File: config.mk
export PLATFORM = sky130hd
export DESIGN_NAME = day3_pipelined_adder
export DESIGN_NICKNAME = d
export VERILOG_FILES = /design/src/rtl/day3_pipelined_adder.sv
export SDC_FILE = /design/constraint.sdc
export NUM_CORES = 1
export LEC_CHECK = 0
export ABC_AREA = 1
export BUFFER_PORTS_ARGS = -buffer_cell sky130_fd_sc_hd__buf_2
export CORE_UTILIZATION = 55
export CTS_CLUSTER_SIZE = 30
export DETAILED_ROUTE_END_ITERATION = 8
export GPL_ROUTABILITY_DRIVEN = 0
export HOLD_SLACK_MARGIN = 0.12
export PLACE_DENSITY = 0.78
export SYNTH_ARGS = -nofsm -noshare
export SYNTH_HDL_FRONTEND = slang
export SYNTH_SLANG_ARGS = --single-unit
export TNS_END_PERCENT = 30
File: constraint.sdc
create_clock -name clk_i -period 2.1 [get_ports clk_i]
set_clock_uncertainty 0.15 [all_clocks]
set_input_delay 0.105 -clock clk_i [delete_from_list [all_inputs] [get_ports clk_i]]
set_output_delay 0.105 -clock clk_i [all_outputs]
set_load 0.01 [all_outputs]
File: src/rtl/day3_pipelined_adder.sv
// -----------------------------------------------------------------------------
// day3_pipelined_adder
//
// Purpose
//   WIDTH-bit unsigned adder with its carry chain cut into STAGES registered
//   chunks of CHUNK = WIDTH/STAGES bits. Stage k adds chunk k of the operands
//   plus the carry registered by stage k-1, appends the result to the partial
//   sum and forwards the operand bits that have not been added yet.
//   Operands enter and results leave through valid/ready handshakes. The whole
//   pipeline advances together, so throughput is one beat per cycle and the
//   latency is STAGES cycles when the output is not stalled.
//
// Parameters
//   WIDTH   operand/sum width in bits (default 16)
//   STAGES  pipeline depth; WIDTH must be a multiple of STAGES (default 4)
//
// Optional feature
//   PIPE_ADDER_SUB_EN  when defined, adds input sub_i. sub_i=1 inverts B, so
//                      with cin_i=1 the block computes A-B and cout_o=1 means
//                      "no borrow". When undefined the block always adds.
//
// Ports
//   clk_i        in   1      clock, rising edge
//   resetn_i     in   1      synchronous reset, active-low
//   in_valid_i   in   1      operand beat valid
//   in_ready_o   out  1      block can accept an operand beat
//   a_i          in   WIDTH  operand A
//   b_i          in   WIDTH  operand B
//   cin_i        in   1      carry-in to bit 0
//   sub_i        in   1      subtract select (PIPE_ADDER_SUB_EN only)
//   out_valid_o  out  1      result beat valid
//   out_ready_i  in   1      downstream accepts the result
//   sum_o        out  WIDTH  result sum
//   cout_o       out  1      carry-out of bit WIDTH-1
// -----------------------------------------------------------------------------
module day3_pipelined_adder #(
    parameter int WIDTH  = 16,
    parameter int STAGES = 4
) (
    input  logic             clk_i,
    input  logic             resetn_i,
    input  logic             in_valid_i,
    output logic             in_ready_o,
    input  logic [WIDTH-1:0] a_i,
    input  logic [WIDTH-1:0] b_i,
    input  logic             cin_i,
`ifdef PIPE_ADDER_SUB_EN
    input  logic             sub_i,
`endif
    output logic             out_valid_o,
    input  logic             out_ready_i,
    output logic [WIDTH-1:0] sum_o,
    output logic             cout_o
);

    localparam int CHUNK = WIDTH / STAGES;

    if ((STAGES < 1) || (WIDTH % STAGES != 0)) begin : g_cfg_check
        $error("day3_pipelined_adder: WIDTH (%0d) must be a multiple of STAGES (%0d)",
               WIDTH, STAGES);
    end

    // One enable for every stage: the pipeline moves only when the output
    // register is empty or is being drained this cycle. Bubbles move with it.
    logic w_en;

    assign w_en       = !out_valid_o || out_ready_i;
    assign in_ready_o = w_en && resetn_i;

    for (genvar k = 0; k < STAGES; k++) begin : g_stage
        // Sum bits resolved once this stage has registered its chunk.
        localparam int DONE  = (k + 1) * CHUNK;
        // Operand bits still unadded when a beat arrives at this stage.
        localparam int SRC_W = WIDTH - k * CHUNK;

        logic             w_valid_in;
        logic [SRC_W-1:0] w_a_src;
        logic [SRC_W-1:0] w_b_src;
        logic             w_c_in;
        logic [DONE-1:0]  w_sum_next;
        logic [CHUNK-1:0] w_b_chunk;
        logic [CHUNK:0]   w_chunk_sum;
`ifdef PIPE_ADDER_SUB_EN
        logic             w_sub_in;
`endif

        logic             r_valid;
        logic [DONE-1:0]  r_sum;
        logic             r_cout;

        // Source of this stage: the input ports for stage 0, otherwise the
        // registers of the previous stage.
        if (k == 0) begin : g_head
            assign w_valid_in = in_valid_i;
            assign w_a_src    = a_i;
            assign w_b_src    = b_i;
            assign w_c_in     = cin_i;
            assign w_sum_next = w_chunk_sum[CHUNK-1:0];
`ifdef PIPE_ADDER_SUB_EN
            assign w_sub_in   = sub_i;
`endif
        end else begin : g_body
            assign w_valid_in = g_stage[k-1].r_valid;
            assign w_a_src    = g_stage[k-1].g_fwd.r_a;
            assign w_b_src    = g_stage[k-1].g_fwd.r_b;
            assign w_c_in     = g_stage[k-1].r_cout;
            // New chunk lands above the chunks already resolved upstream.
            assign w_sum_next = {w_chunk_sum[CHUNK-1:0], g_stage[k-1].r_sum};
`ifdef PIPE_ADDER_SUB_EN
            assign w_sub_in   = g_stage[k-1].g_fwd.r_sub;
`endif
        end

        // The lowest CHUNK bits of the forwarded operands are always the
        // chunk this stage is responsible for.
`ifdef PIPE_ADDER_SUB_EN
        assign w_b_chunk = w_b_src[CHUNK-1:0] ^ {CHUNK{w_sub_in}};
`else
        assign w_b_chunk = w_b_src[CHUNK-1:0];
`endif

        assign w_chunk_sum = {1'b0, w_a_src[CHUNK-1:0]}
                           + {1'b0, w_b_chunk}
                           + {{CHUNK{1'b0}}, w_c_in};

        // NOTE: all state is written with non-blocking assignments so every
        // stage samples the pre-edge value of its upstream neighbour.
        always_ff @(posedge clk_i) begin
            if (!resetn_i) begin
                r_valid <= 1'b0;
            end else if (w_en) begin
                r_valid <= w_valid_in;
            end
        end

        // NOTE: only the valid bits and the output-facing data register are
        // reset. Inner data registers carry no meaning while their valid bit
        // is clear, so they are left without reset.
        if (k == STAGES - 1) begin : g_out_data
            always_ff @(posedge clk_i) begin
                if (!resetn_i) begin
                    r_sum  <= '0;
                    r_cout <= 1'b0;
                end else if (w_en) begin
                    r_sum  <= w_sum_next;
                    r_cout <= w_chunk_sum[CHUNK];
                end
            end
        end else begin : g_mid_data
            always_ff @(posedge clk_i) begin
                if (w_en) begin
                    r_sum  <= w_sum_next;
                    r_cout <= w_chunk_sum[CHUNK];
                end
            end
        end

        // Operand bits above this stage's chunk travel on to the next stage,
        // shifted down so the next chunk sits at bit 0.
        if (k < STAGES - 1) begin : g_fwd
            logic [SRC_W-CHUNK-1:0] r_a;
            logic [SRC_W-CHUNK-1:0] r_b;
`ifdef PIPE_ADDER_SUB_EN
            logic                   r_sub;
`endif

            always_ff @(posedge clk_i) begin
                if (w_en) begin
                    r_a   <= w_a_src[SRC_W-1:CHUNK];
                    r_b   <= w_b_src[SRC_W-1:CHUNK];
`ifdef PIPE_ADDER_SUB_EN
                    r_sub <= w_sub_in;
`endif
                end
            end
        end
    end

    assign out_valid_o = g_stage[STAGES-1].r_valid;
    assign sum_o       = g_stage[STAGES-1].r_sum;
    assign cout_o      = g_stage[STAGES-1].r_cout;

endmodule

==> impl_results.md <==
* Multi-input combinational cell area at 788 um^2
* Chip Width at 83.2 um
* Gr usage total at 0.181
* I/O Buffers at 55
* Residual DRC at 0
* Post-DR vias/cell at 4.85
* WP data arrival at a little over 2 ns
* Antenna Violating Nets Remaining at 0
* Share of post-route cells with drive strength above 1 at 0.235
* Row count at 29
* Critical Path RT at 2.19 ns
* Max Clock Freq at 514 MHz
* WS Path Type: reg2reg
* CP endpoint kind: flip-flop
* CTS tree: done
* Vias in the first global route at 2087
* Cells after synthesis at 247
* Hold WC Path Type: in2reg
* Final Worst Setup Slack at 0.153 ns
* Synth Warn # at 0
* Worst slew margin at 0.655
* Antenna Cells at 0
* Fin crit share at 0.927
* R2R setup slack at around 0.15 ns
* Total CTS buffers at 9
* DRT Pass-1 Iters at 4
* Worst-margin pin slew at 0.517 ns
* Full die area at 6920 um^2
* Tmin final at 1.95 ns
* DRT iter0 DRCs at 135
* First-pass GRT wire length at 9290 um
* Synth Register Bits at 96
* Cell taking the most area after synthesis: edfxtp_1
* Max-cap viol count at 0
* Pre-CTS setup slack at 0.256 ns
* Cell with the most instances after synthesis: edfxtp_1
* Initial Utilization at 0.571
* Initial antenna violation count at 0
* P_leak at 1.97 nW
* Detailed-route via count at 2067
* Peak VDD IR at 0.597 mV
* Ys async rst share at 0
* Clk root buf: clkbuf_8
* CORE AREA at about 6300 um^2
* Status: finished clean
* Yosys top cell area share at 0.621
* Largest net degree at the start of global routing at 44
* Detail Placement HPWL at 3310 um
* Fin. Hold Viols at 0
* Mapped Area at 3630 um^2
* Synth area leaders: edfxtp_1 (62%), dfxtp_1 (12%), fa_1 (4.4%), ha_1 (4.1%), nor2_1 (3.4%)
* Worst-Skew Late Latency at 0.35 ns
* Hold slack at roughly 0.15 ns
* Reg area at around 2700 um^2
* Clock sink count at 96
* Drt total wl at 5770 um
* Layout area overhead at 26.1%
* Unrepaired setup endpoints after global routing: false
* Grt ovf at 0
* Synth Flop Type: edfxtp_1
* Crit path launch type: flip-flop
* Seq/Total Area, Yosys at 0.737
* Power Density at 946 nW/um^2
* Number of synthesized flops with an enable pin at 75
* Layout fillers at 410
* Wire length per cell at 13.5 um
* H-tree lvl count at 3
* Chip height at 83.2 um
* Clock buffer depth at 2
* Setup violations, final at 0
* Nets at 401
* Fin util at 0.720
* Netlist cell types at 22
* Most frequent cells after synthesis: edfxtp_1 (75), nor2_1 (33), inv_1 (26)
* Total negative slack at 0 ns
* Max Slew Vio Count at 0
* Ports at 56
* Post-route cell area at 4570 um^2
* Clock slew at reported path FFs at around 0.080 ns
* Mean Syn Cell Area at 14.7 um^2
* Crit Path Max Fanout at 43
* Syn Nets at 304
* Placed inst area at 3970 um^2
-- cell families after synthesis --
group | share of synthesized area
flops | 0.737
simple gates | 0.0638
compound gates | 0.0535
buf+inv | 0.0455
fa+ha+maj | 0.0856
xor+xnor | 0.0145
-- timing repair --
item,CTS,global route
hold buffers,35,0
resized for setup,0,0
hold endpoints to repair,49,0
setup buffers,0,0
-- layout by cell type (no fill, tap or decap), types with 11 or more instances in the layout --
cell,n
edfxtp_1,75
buf_2,55
ha_1,12
o21ai_0,23
dlygate4sd3_1,35
dfxtp_1,21
nor2_1,33
inv_1,26
clkbuf_8,11
nand2_1,16
-- per-stage QoR --
| step | total power, W | std cells |
|---|---|---|
| final | 0.00432 | 426 |
| after global routing | 0.00452 | 426 |
| after CTS | 0.00436 | 426 |
| after detailed placement | 0.00287 | 375 |
| after global placement | 0.00283 | 375 |
| after floorplan | 0.00270 | 247 |
-- state kept, by name, summed over array words and instances (netlist names) --
register           cells
g_stage.g_fwd.r_a     24
g_stage.g_fwd.r_b     24
g_stage.r_sum         24
sum_o                 16
g_stage.r_cout         3
g_stage.r_valid        3
cout_o                 1
out_valid_o            1
-- critical path: stages, from the launching register on --
cell           delay (ns)
dfxtp_1              0.34
nand2_4              0.40
inv_4                0.21
nor2_1               0.13
nor2_1               0.05
dlygate4sd3_1        0.55
-- metal layers --
layer	vias to the layer above	global-route usage	routed length (um)	share of wire
li1	1035	-	-	-
met1	965	0.194	2290	0.40
met2	54	0.327	3130	0.54
met3	13	0.0517	221	0.038
met4	0	0.0893	123	0.021
met5	-	0	0	0
-- power by group --
| group | leakage, nW | total (W) | switching, W | internal [W] |
|---|---|---|---|---|
| Combinational | 0.881 | 0.000482 | 0.000243 | 0.000239 |
| Clock | 0.126 | 0.00144 | 0.000589 | 0.000854 |
| Sequential | 0.967 | 0.00240 | 0.0000817 | 0.00232 |
-- final timing paths --
path,from,end,cells after the start
worst max-delay path,out_valid_o$_SDFFE_PN0N_,g_stage[0].r_valid$_SDFFE_PN0N_,5
worst min register to register,g_stage[1].r_sum[4]$_DFFE_PN_,g_stage[2].r_sum[4]$_DFFE_PN_,0
worst min-delay path,a_i[1],g_stage[0].r_sum[1]$_DFFE_PN_,4
worst max register to register,out_valid_o$_SDFFE_PN0N_,g_stage[0].r_valid$_SDFFE_PN0N_,5
-- cell type report --
class	instances	share of cell area
timing repair buffer	92	0.143
inverter	28	0.0235
sequential	96	0.585
multi-input combinational	117	0.172
tap	77	0.0211
clock inverter	5	0.0224
clock buffer	11	0.0331
Power figures use the tool's default switching activity.
